===== src/rtl/fetch_ctrl.sv =====
// Next-PC selection for the fetch stage: trap, eret, branch redirect,
// stall hold and sequential fetch, plus stall counter and PC range flag.
//
// Ports:
//   clk, res            clock, async active-low reset
//   pc                  current fetch PC
//   stall               decode hazard stall
//   br_taken, br_target resolved branch redirect
//   req                 exception/interrupt request
//   eret, epc           return from exception
//   npc, pc_we          next PC and its write enable (same cycle)
//   flush               squash the IF/ID instruction
//   state               0 RUN, 1 HOLD, 2 TRAP
//   stall_cnt           consecutive stalled cycles, saturating
//   pc_err              last written npc misaligned or out of range
module fetch_ctrl #(
  parameter logic [31:0] RESET_PC   = 32'h0000_3000,
  parameter logic [31:0] HANDLER_PC = 32'h0000_4180,
  parameter logic [31:0] IM_TOP     = 32'h0000_6FFF
) (
  input  logic        clk,
  input  logic        res,
  input  logic [31:0] pc,
  input  logic        stall,
  input  logic        br_taken,
  input  logic [31:0] br_target,
  input  logic        req,
  input  logic        eret,
  input  logic [31:0] epc,
  output logic [31:0] npc,
  output logic        pc_we,
  output logic        flush,
  output logic [1:0]  state,
  output logic [7:0]  stall_cnt,
  output logic        pc_err
);

  typedef enum logic [1:0] {
    RUN  = 2'd0,
    HOLD = 2'd1,
    TRAP = 2'd2
  } st_e;

  st_e         st;
  st_e         st_nxt;
  logic [31:0] pend;
  logic [31:0] pend_nxt;
  logic [31:0] pc_inc;
  logic [31:0] sel_npc;
  logic        sel_we;
  logic        sel_fl;
  logic        npc_bad;

  assign state  = st;
  assign pc_inc = pc + 32'd4;

  always_comb begin
    sel_npc  = pc_inc;
    sel_we   = 1'b0;
    sel_fl   = 1'b0;
    st_nxt   = RUN;
    pend_nxt = pend;
    if (req) begin
      sel_npc  = HANDLER_PC;
      sel_we   = 1'b1;
      sel_fl   = 1'b1;
      pend_nxt = '0;
      st_nxt   = TRAP;
    end else if (eret && st != TRAP) begin
      sel_npc  = epc;
      sel_we   = 1'b1;
      sel_fl   = 1'b1;
      pend_nxt = '0;
      st_nxt   = RUN;
    end else begin
      unique case (st)
        RUN: begin
          if (br_taken && stall) begin
            // redirect arrives under a stall: park it
            pend_nxt = br_target;
            st_nxt   = HOLD;
          end else if (br_taken) begin
            sel_npc = br_target;
            sel_we  = 1'b1;
          end else begin
            sel_we = !stall;
          end
        end
        HOLD: begin
          if (stall) begin
            st_nxt = HOLD;
          end else begin
            sel_npc = pend;
            sel_we  = 1'b1;
          end
        end
        TRAP: begin
          sel_we = !stall;
        end
        default: begin
          st_nxt = RUN;
        end
      endcase
    end
  end

  // reset forces the outputs without waiting for a clock edge
  assign npc   = res ? sel_npc : RESET_PC;
  assign pc_we = res & sel_we;
  assign flush = res & sel_fl;

  assign npc_bad = (npc[1:0] != 2'b00)
                 || (npc < RESET_PC)
                 || (npc > IM_TOP);

  always_ff @(posedge clk or negedge res) begin
    if (!res) begin
      st        <= RUN;
      pend      <= '0;
      stall_cnt <= '0;
      pc_err    <= 1'b0;
    end else begin
      st   <= st_nxt;
      pend <= pend_nxt;
      if (pc_we) begin
        stall_cnt <= '0;
      end else if (stall && stall_cnt != 8'hFF) begin
        stall_cnt <= stall_cnt + 8'd1;
      end
      if (pc_we) begin
        pc_err <= npc_bad;
      end
    end
  end

endmodule


===== config.mk =====
export PLATFORM = sky130hd
export DESIGN_NAME = fetch_ctrl
export DESIGN_NICKNAME = d
export VERILOG_FILES = /design/src/rtl/fetch_ctrl.sv
export SDC_FILE = /design/constraint.sdc
export NUM_CORES = 1
export LEC_CHECK = 0
export BUFFER_PORTS_ARGS = -buffer_cell sky130_fd_sc_hd__buf_4
export CAP_MARGIN = 20
export CORE_MARGIN = 2
export CORE_UTILIZATION = 49
export DETAILED_ROUTE_END_ITERATION = 10
export PLACE_DENSITY = 0.79
export REMOVE_ABC_BUFFERS = 1
export SYNTH_ARGS = -nofsm -noshare
export SYNTH_HDL_FRONTEND = slang
export SYNTH_SLANG_ARGS = --single-unit

===== constraint.sdc =====
create_clock -name clk -period 3.34 [get_ports clk]
set_input_delay 0.668 -clock clk [delete_from_list [all_inputs] [get_ports clk]]
set_output_delay 0.668 -clock clk [all_outputs]
set_load 0.02 [all_outputs]

# Yosys cells after proc, flatten, opt, wreduce, memory -nomap -nowiden
# Cells that the tools add are included.
# classes
add_sub_neg	2
mul	0
div_mod_pow	0
n_lt_le_gt_ge	2
eq_ne	4
n_shift	0
n_mux	26
n_bitwise	2
reduce_logical	12
# ops
cell	count
$mux 32	10
$pmux 32 s2	1
$add 32x3->32 const B	1
$gt 32x15->1 const B	1
$lt 32x14->1 const B	1
$mux 8	2
$mux 1	10
$add 8x1->8 const B	1
$ne 8x8->1 const B	1
$reduce_bool 3->1	2
$reduce_bool 2->1	2
$logic_and 1x1->1	3
$pmux 1 s3	1
$and 1x1->1	2
$eq 2x1->1 const B	1
$eq 2x2->1 const B	1
$logic_not 2->1	1
$logic_or 1x1->1	2
$mux 2	1
$ne 2x2->1 const B	1
$pmux 1 s2	1
$reduce_and 2->1	1
$logic_not 1->1	1
# word_totals
register_bits	43
latch_bits	0
ram_bits	0
mem_bits_ro	0
input_bits	102
output_inout_bits	45
mem_count	0

# Longest topological paths before layout
# Gate-level depths: netlist of run 1.
# logic_depth
ltp_word	10
mapped_depth	10
mapped_depth_nobuf	9

# Worst setup path after synthesis of run 1
# No wires, ideal clock.
# synth_path
path_type	input to output
start	input port stall
end	output port npc[4]
arrival_ps	2478
t_required_ps	2672
setup_slack_ps	194
path_stages	7
n_path_buf	3
cell_sequence	nor2_2 -> and2_1 -> buf_4 -> clkbuf_1 -> clkbuf_1 -> a22oi_1 -> a311oi_1
# synth_via
elab_chain_cells	6
word_cells_on_any_way	7
cone_classes	mux: 6; reduce/logical: 1
# synth_lines
element	line_no	text
start: declaration	24	input logic stall,
$logic_and 1x1->1	78	if (br_taken && stall) begin
$mux 32	78	
$pmux 32 s2 *	76	unique case (st)
$mux 32 *	69	end else if (eret && st != TRAP) begin
$mux 32 *	63	if (req) begin
$mux 32 *	108	assign npc = res ? sel_npc : RESET_PC;
end: declaration	30	output logic [31:0] npc,
# Every way passes the cells marked *; elsewhere a longest branch is shown, timed or not.

# Final worst setup path of run 1
# layout_path
start	input port pc[8]
end	output port npc[31]
# layout_via
elab_chain_cells	7
word_cells_on_any_way	8
cone_classes	add/sub: 1; mux: 7
# layout_lines
element	line_no	text
start: declaration	23	input logic [31:0] pc,
$add 32x3->32 *	55	assign pc_inc = pc + 32'd4;
$mux 32	82	end else if (br_taken) begin
$mux 32	78	
$pmux 32 s2 *	76	
$mux 32 *	69	
$mux 32 *	63	
$mux 32 *	108	
# Marked as above.

==> impl_metrics.csv, run 1 <==
group,metric,value,unit
run_status,status,"finished, final reports clean",
sta,fin_tns_setup,0,ns
routing,routedWlPerCell,18.0,um
sta,setup_viol,0,
yosys,synth_area,0.00347,mm2
yosys,yosysTopAreaCell,"dfrtp_1",
yosys,ys_ff_latch,43,
routing,route.detailed.drc,0,
yosys,ys_top_cells_by_count,"nand2_1, a21oi_1, dfrtp_1, o21ai_0, nor2_1",
setup_path,worstPathArrival,2.54,ns
clocking,htreeDepth,2,
yosys,avgSynthCellArea,7.62,um2
clocking,clk_latency,0.30,ns
setup_path,cp_max_fo,6,
sta,maxSlewHeadroom,47.8,%
setup_path,rrSetupSlack,0.66,ns
grt,grt_pass1_vias,4076,
yosys,synth_edf_count,0,
floorplanning,start_util,50.7,%
yosys,yosysTopAreaCellShare,31.0,%
yosys,synth_cells,455,
sta,worst_hold_slack,0.393,ns
place,portBuffers,146,
place,dp_hpwl,9.01,mm
grt,grt_pass1_wl,19.2,mm
floorplanning,io_pins,147,
sta,drv_slew,0,
clocking,cts_buffers,5,
sta,setup_slack,0.136,ns
floorplanning,rows,30,
grt,antenna_found_initial,0,
routing,routed_wl,12.4,mm
setup_path,r2r-end,"pc_err$_DFFE_PN0P_",
cells_and_area,post-route-util,70.3,%
setup_path,worst_r2r_startpoint,"state[0]$_DFF_PN0_",
routing,firstDrtPassIters,5,
sta,fin_crit,3.20,ns
clocking,cts_tree,"yes",
yosys,ys_types,57,
floorplanning,dieHeight,88.1,um
cells_and_area,diodes,0,
cells_and_area,fin_nets,697,
routing,ant_nets,0,
yosys,synthTopCellsByArea,"dfrtp_1, nand2_1, a21oi_1",
grt,track_usage,31.4,%
yosys,synth.most_common_cell,"nand2_1",
yosys,synthFlopType,"dfrtp_1",
sta,fmax,312,MHz
clocking,cts.sinks,43,
yosys,async_flop_share,100,%
setup_path,ff2ff_path_depth,9,
setup_path,critPathCaptureType,"output port",
cells_and_area,syn_to_final_growth,38.7,%
clocking,cts.path.max_buffers,2,
clocking,cts.clk_slew.worst_paths,0.09,ns
power,power_density,302,mW/mm2
yosys,yosys_warnings,0,
place,place.gp.congestion,0.912,
cells_and_area,fillers,608,
sta,finalCritPeriodShare,95.9,%
power,leakage,2.13,nW
routing,num_vias,4174,
setup_path,critical_path_class,"in -> out",
sta,clock_skew,0.00590,ns
sta,final_hold_viol_count,0,
grt,grt_overflow,0,
clocking,root_buffer,"clkbuf_8",
setup_path,crit_required,2.67,ns
sta,rsz0062_at_grt,"no",
sta,worst_pin_slew,0.783,ns
place,dp_slack,0.115,ns
cells_and_area,drive_gt1_share,32.7,%
floorplanning,die_w,88.1,um
min_path,hold_path.class,"in -> async",
power,ir_drop,0.251,mV
floorplanning,die-area,0.00776,mm2
yosys,ys_seq_area_share,31.0,%
grt,grt_max_degree,35,
run,drv_cap,0,
routing,drt-vias-per-instance,6.05,
setup_path,start_kind,"input port",
floorplanning,coreArea,0.00683,mm2
routing,first_iter_violations,321,
[critical path, cell delays in order]
cell and delay (ns):
buf_4 0.10, nand4_1 0.24, or4_1 0.67, nor4_1 0.40, o21ai_1 0.13, a21oi_2 0.17
buf_4 0.16
[registers in the layout, summed over array words and instances, names as in the netlist]
name	flops
state	2
stall_cnt	8
pc_err	1
pend	32
[cell type report]
class | instances | area (um2) | area share, %
Multi-Input combinational cell | 372 | 2220 | 46.2
Timing Repair Buffer | 167 | 1250 | 26.1
Sequential cell | 43 | 1080 | 22.4
Tap cell | 96 | 120 | 2.50
Clock buffer | 6 | 82.6 | 1.72
Clock inverter | 2 | 38.8 | 0.807
Inverter | 4 | 15.0 | 0.312
[timing repair]
item,CTS,global route
resized for setup,0,2
hold buffers,0,0
setup endpoints to repair,0,4
setup buffers,0,1
[report_power, final]
| group | switching (mW) | leakage (nW) | internal [mW] |
|---|---|---|---|
| Sequential | 0.0159 | 0.587 | 0.536 |
| Combinational | 0.247 | 1.48 | 0.204 |
| Clock | 0.200 | 0.0618 | 0.246 |
| Total | 0.463 | 2.13 | 0.987 |
[worst max path at each step]
stage | start | end | slack, ns | cells past startpoint
floorplan | stall | npc[21] | -0.38 | 4
global placement | pc[5] | npc[30] | 0.13 | 8
detailed placement | pc[5] | npc[26] | 0.12 | 8
CTS | pc[5] | npc[26] | 0.12 | 8
global route | pc[8] | npc[15] | 0.03 | 9
finish | pc[8] | npc[31] | 0.14 | 7
[stage by stage]
step / total power, mW / instances / cell area, um2
after floorplan: 0.758 / 419 / 3280
after global placement: 1.00 / 681 / 4660
after detailed placement: 1.01 / 681 / 4660
after CTS: 1.45 / 689 / 4780
after global routing: 1.51 / 690 / 4810
final: 1.45 / 690 / 4810
[cell families after synthesis]
| family | after synthesis | share of synthesized area, % |
|---|---|---|
| muxes | 1 | 0.289 |
| and+or+nand+nor | 194 | 27.6 |
| buffers and inverters | 40 | 5.74 |
| DFF | 43 | 31.0 |
| adders and majority gates | 2 | 0.722 |
| AOI/OAI and AO/OA | 147 | 27.5 |
| xor gates and xnor gates | 28 | 7.08 |
[layer usage]
layer	routed length (um)	track usage, %
met5	0	0
met4	342	11.2
met3	1020	6.60
met2	6230	55.8
met1	4810	37.4
[cell usage in the layout, fill, tap and decap left out, types with 2 or more instances in the layout]
master and n:
a211o_1 2, a211oi_1 3, a21oi_1 55, a21oi_2 2
a221oi_1 24, a222oi_1 2, a22oi_1 3, a31oi_1 4
and2_1 3, and3_1 4, and3_2 2, and4_1 5
buf_4 167, clkbuf_8 6, dfrtp_1 43, ha_1 2
inv_1 4, nand2_1 95, nand2b_1 3, nand3_1 12
nand4_1 11, nor2_1 26, nor2b_1 2, nor3_1 4
nor3_2 2, nor4_1 10, nor4_2 2, o21a_1 3
o21ai_0 31, o21ai_1 3, o31a_1 5, or4_1 2
xnor2_1 10, xor2_1 18
Power figures use the tool's default switching activity.
==> inputs of run 2 (changes only) <==
Settings changed: CORE_UTILIZATION 49 to 40, PLACE_DENSITY 0.79 to 0.69, RECOVER_POWER set to 100.
==> run 2 against run 1 <==
Net effect:
- flip-flop and latch count stayed put
- die area is 21% higher
- worst setup slack better by 0.043 ns
- first-iteration DRC count is 26% lower
- hold slack better by 0.023 ns
- clock skew is 0.0042 ns higher
- register-to-register slack hardly changed
- critical path depth is 1 lower
- non-clock buffer count is 4 higher
- final area is 2.8% lower
- wire length is 2.6% higher
- largest power group unchanged
==> impl_metrics.csv, run 2 (synthesis results as in run 1) <==
group,metric,value,unit
grt,track_usage,26.8,%
floorplanning,rows,33,
routing,num_vias,4117,
clocking,htreeDepth,2,
setup_path,crit_required,2.67,ns
sta,drv_slew,0,
sta,maxSlewHeadroom,18.0,%
setup_path,cp_slowest_cell,"dfrtp_1",
routing,firstDrtPassIters,5,
sta,clock_skew,0.0101,ns
power,power,1.36,mW
setup_path,start_kind,"register",
place,dp_hpwl,9.48,mm
setup_path,ff2ff_path_depth,9,
grt,grt_pass1_vias,4150,
clocking,cts.sinks,43,
routing,drt-vias-per-instance,5.86,
cells_and_area,post-route-util,56.3,%
cells_and_area,mostFrequentLayoutCells,"buf_4, nand2_1, a21oi_1, dfrtp_1, o21ai_0",
setup_path,worst_r2r_startpoint,"state[0]$_DFF_PN0_",
floorplanning,die-area,0.00943,mm2
setup_path,cp_slowest_stage_delay,0.52,ns
clocking,clk_latency,0.31,ns
clocking,cts_hold_buf,0,
floorplanning,die_w,97.1,um
cells_and_area,drive_gt1_share,27.9,%
power,ir_drop,0.210,mV
min_path,hold_path.class,"in -> async",
setup_path,critical_path_class,"reg -> out",
cells_and_area,fin_area,0.00467,mm2
power,power_density,292,mW/mm2
sta,finalCritPeriodShare,94.6,%
setup_path,crit_buf_inv,2,
sta,rsz0062_at_grt,"no",
cells_and_area,diodes,0,
clocking,cts_setup_buffers,0,
cells_and_area,largest-register,"pend",
place,dp_slack,0.217,ns
cells_and_area,largest_register_ffs,32,
grt,antenna_found_initial,0,
setup_path,startpoint,"state[1]$_DFF_PN0_",
floorplanning,start_util,41.8,%
cells_and_area,layout_commonest_cell,"buf_4",
run_status,status,"finished, final reports clean",
sta,fmax,316,MHz
floorplanning,dieHeight,97.1,um
floorplanning,coreArea,0.00830,mm2
clocking,cts_buffers,5,
setup_path,crit_path_cell_trace,"nand2b_1, and2_1, clkbuf_2, a221oi_1, a21oi_1, clkbuf_2",
place,place_area,0.00471,mm2
clocking,cts.path.max_buffers,2,
routing,ant_nets,0,
routing,first_iter_violations,238,
setup_path,critPathCaptureType,"output port",
place,placedCellCount,695,
grt,grt_overflow,0,
cells_and_area,layout.cells.non_filler,703,
sta,fin_crit,3.16,ns
setup_path,cp_max_fo,11,
grt,grt_max_degree,35,
setup_path,cpMostUsedCell,"clkbuf_2",
sta,setup_slack,0.179,ns
setup_path,worstPathArrival,2.49,ns
clocking,cts.clk_slew.worst_paths,0.09,ns
clocking,root_buffer,"clkbuf_8",
clocking,cts_tree,"yes",
grt,grt_pass1_wl,20.8,mm
run,drv_cap,0,
setup_path,crit_family,"simple AND/OR/NAND/NOR gates",
sta,worst_pin_slew,1.23,ns
clocking,ctsResizeCount,0,
cells_and_area,fillers,838,
setup_path,r2r-end,"pc_err$_DFFE_PN0P_",
floorplanning,io_pins,147,
place,portBuffers,146,
cells_and_area,fin_nets,701,
place,place.gp.congestion,0.886,
routing,routed_wl,12.7,mm
sta,final_hold_viol_count,0,
sta,setup_viol,0,
routing,routedWlPerCell,18.1,um
routing,route.detailed.drc,0,
power,leakage,2.00,nW
cells_and_area,syn_to_final_growth,34.8,%
setup_path,rrSetupSlack,0.66,ns
==> run 2: cell types whose count changed in the layout (fill, tap and decap cells not counted), moves of 2 or more <==
| cell | previous run | this run |
|---|---|---|
| clkbuf_1 | 0 | 28 |
| clkbuf_4 | 0 | 2 |
| clkbuf_2 | 0 | 12 |
| buf_4 | 167 | 129 |
==> run 2: final cells by class <==
cell class | count | area [um2] | area share [%]
Tap cell | 105 | 131 | 2.81
Multi-Input combinational cell | 372 | 2210 | 47.2
Inverter | 4 | 15.0 | 0.321
Timing Repair Buffer | 171 | 1150 | 24.6
Clock inverter | 3 | 26.3 | 0.562
Clock buffer | 5 | 68.8 | 1.47
Sequential cell | 43 | 1080 | 23.0
==> run 2: layer usage <==
layer	vias up	wire length (um)	track usage, %
met5	-	0	0
met3	22	851	5.61
met4	0	299	8.67
met1	1982	5240	33.3
li1	1961	-	-
met2	152	6320	46.2
==> run 2: worst max-delay path by stage <==
stage,end,cells past startpoint
floorplan,npc[21],4
global placement,npc[30],9
detailed placement,npc[30],9
CTS,npc[30],9
global route,npc[26],9
finish,npc[15],6
==> run 2: through the flow <==
stage / hold slack, ns / TNS (ns)
final: 0.416 / 0
after global routing: 0.447 / 0
after CTS: 0.397 / 0
after detailed placement: 0.517 / 0
after global placement: 0.510 / 0
after floorplan: 0.372 / -8.48
==> run 2: report_power, final <==
group	total [mW]	internal, mW	switching (mW)
Combinational	0.435	0.185	0.250
Sequential	0.551	0.537	0.0145
Clock	0.376	0.154	0.221
==> inputs of run 3 (changes only) <==
Settings changed: CORE_UTILIZATION 40 to 43, PLACE_DENSITY 0.69 to 0.73.
==> run 3 against run 2 <==
Net effect:
- cell count decreased by 1.3%
- non-clock buffer count decreased by 6
- critical path type is now in -> out
- sequential share of layout area increased by 0.11 points
- register-to-register slack got worse by 0.17 ns
- first-iteration DRC count decreased by 3.8%
- critical path depth increased by 3
- fmax decreased by 1.8%
- clock skew about the same
- total power increased by 4.0%
- die area decreased by 6.7%
- global-route usage increased by 0.91 points
==> impl_metrics.csv, run 3 (synthesis results as in run 1) <==
group,metric,value,unit
clocking,cts.path.max_buffers,2,
routing,route.detailed.drc,0,
place,dp_slack,0.170,ns
cells_and_area,drive_gt1_share,26.5,%
grt,grt_max_degree,34,
setup_path,critical_path_class,"in -> out",
cells_and_area,fin_area,0.00465,mm2
routing,num_vias,4090,
floorplanning,start_util,44.6,%
cells_and_area,largest-register,"pend",
floorplanning,coreArea,0.00777,mm2
floorplanning,die_w,93.8,um
cells_and_area,layout_commonest_cell,"buf_4",
place,place.gp.congestion,0.882,
clocking,clk_latency,0.31,ns
cells_and_area,diodes,0,
cells_and_area,largest_register_ffs,32,
floorplanning,die-area,0.00879,mm2
place,placedCellCount,686,
floorplanning,dieHeight,93.8,um
setup_path,crit_required,2.67,ns
floorplanning,rows,32,
clocking,ctsResizeCount,0,
routing,routed_wl,12.3,mm
routing,routedWlPerCell,17.7,um
run,drv_cap,0,
cells_and_area,fillers,758,
power,power,1.42,mW
routing,ant_nets,0,
sta,fmax,311,MHz
min_path,hold_path.class,"in -> async",
place,place_area,0.00468,mm2
grt,grt_pass1_vias,3894,
sta,drv_slew,0,
grt,grt_overflow,0,
setup_path,worstPathArrival,2.55,ns
sta,clock_skew,0.0103,ns
clocking,cts_tree,"yes",
cells_and_area,fin_nets,695,
setup_path,rrSetupSlack,0.49,ns
sta,worst_pin_slew,1.26,ns
setup_path,critPathCaptureType,"output port",
power,leakage,1.98,nW
sta,fin_crit,3.22,ns
power,ir_drop,0.245,mV
place,portBuffers,146,
clocking,cts_buffers,5,
setup_path,r2r-end,"pc_err$_DFFE_PN0P_",
grt,grt_pass1_wl,19.3,mm
sta,setup_slack,0.120,ns
grt,antenna_found_initial,0,
sta,setup_viol,0,
sta,final_hold_viol_count,0,
clocking,htreeDepth,2,
routing,first_iter_violations,229,
run_status,status,"finished, final reports clean",
clocking,cts.clk_slew.worst_paths,0.09,ns
clocking,cts_setup_buffers,0,
cells_and_area,layout.cells.non_filler,694,
setup_path,cp_max_fo,5,
clocking,cts_hold_buf,0,
sta,rsz0062_at_grt,"no",
cells_and_area,syn_to_final_growth,34.2,%
sta,maxSlewHeadroom,16.0,%
clocking,cts.sinks,43,
power,power_density,304,mW/mm2
setup_path,ff2ff_path_depth,9,
cells_and_area,mostFrequentLayoutCells,"buf_4, nand2_1, a21oi_1, dfrtp_1, o21ai_0",
place,dp_hpwl,8.99,mm
grt,track_usage,27.7,%
routing,firstDrtPassIters,5,
routing,drt-vias-per-instance,5.89,
setup_path,start_kind,"input port",
setup_path,worst_r2r_startpoint,"state[0]$_DFF_PN0_",
sta,finalCritPeriodShare,96.4,%
floorplanning,io_pins,147,
clocking,root_buffer,"clkbuf_8",
[run 3: final cells by class]
class	count	area [um2]	area share, %
clock buffers	5	68.8	1.48
clock inverters	3	47.5	1.02
well taps	102	128	2.74
flip-flops and latches	43	1080	23.1
inverters	4	15.0	0.323
multi-input cells	372	2200	47.2
repair buffers	165	1120	24.1
[run 3: critical path: stages]
cell,delay [ns]
buf_4,0.11
ha_1,0.18
nand2_2,0.06
or4_1,0.58
nor3_1,0.25
xor2_1,0.16
nand2_1,0.06
a21oi_1,0.22
clkbuf_1,0.26
[run 3: worst max-delay path by stage]
stage / endpoint / startpoint / slack (ns)
detailed placement: npc[26] / pc[2] / 0.17
global placement: npc[30] / pc[2] / 0.21
CTS: npc[26] / pc[2] / 0.17
finish: npc[30] / pc[2] / 0.12
global route: npc[25] / res / 0.04
floorplan: npc[21] / stall / -0.38
[run 3: report_power, final]
| part | internal, mW | total, mW | switching [mW] |
|---|---|---|---|
| sequential | 0.536 | 0.552 | 0.0154 |
| combinational | 0.183 | 0.429 | 0.246 |
| clock | 0.227 | 0.435 | 0.208 |
[run 3: metal layers]
metal | track usage [%] | wire length [um]
met2 | 47.0 | 5900
met5 | 0 | 0
met3 | 6.58 | 1140
met1 | 35.6 | 5090
met4 | 6.40 | 122
[run 3: metrics by stage]
stage	hold WS [ns]	utilization [%]	TNS, ns
after floorplan	0.372	-	-8.48
after global placement	0.510	60.2	0
after detailed placement	0.516	60.2	0
after CTS	0.192	61.7	0
after global routing	0.470	59.9	0
final	0.427	59.9	0
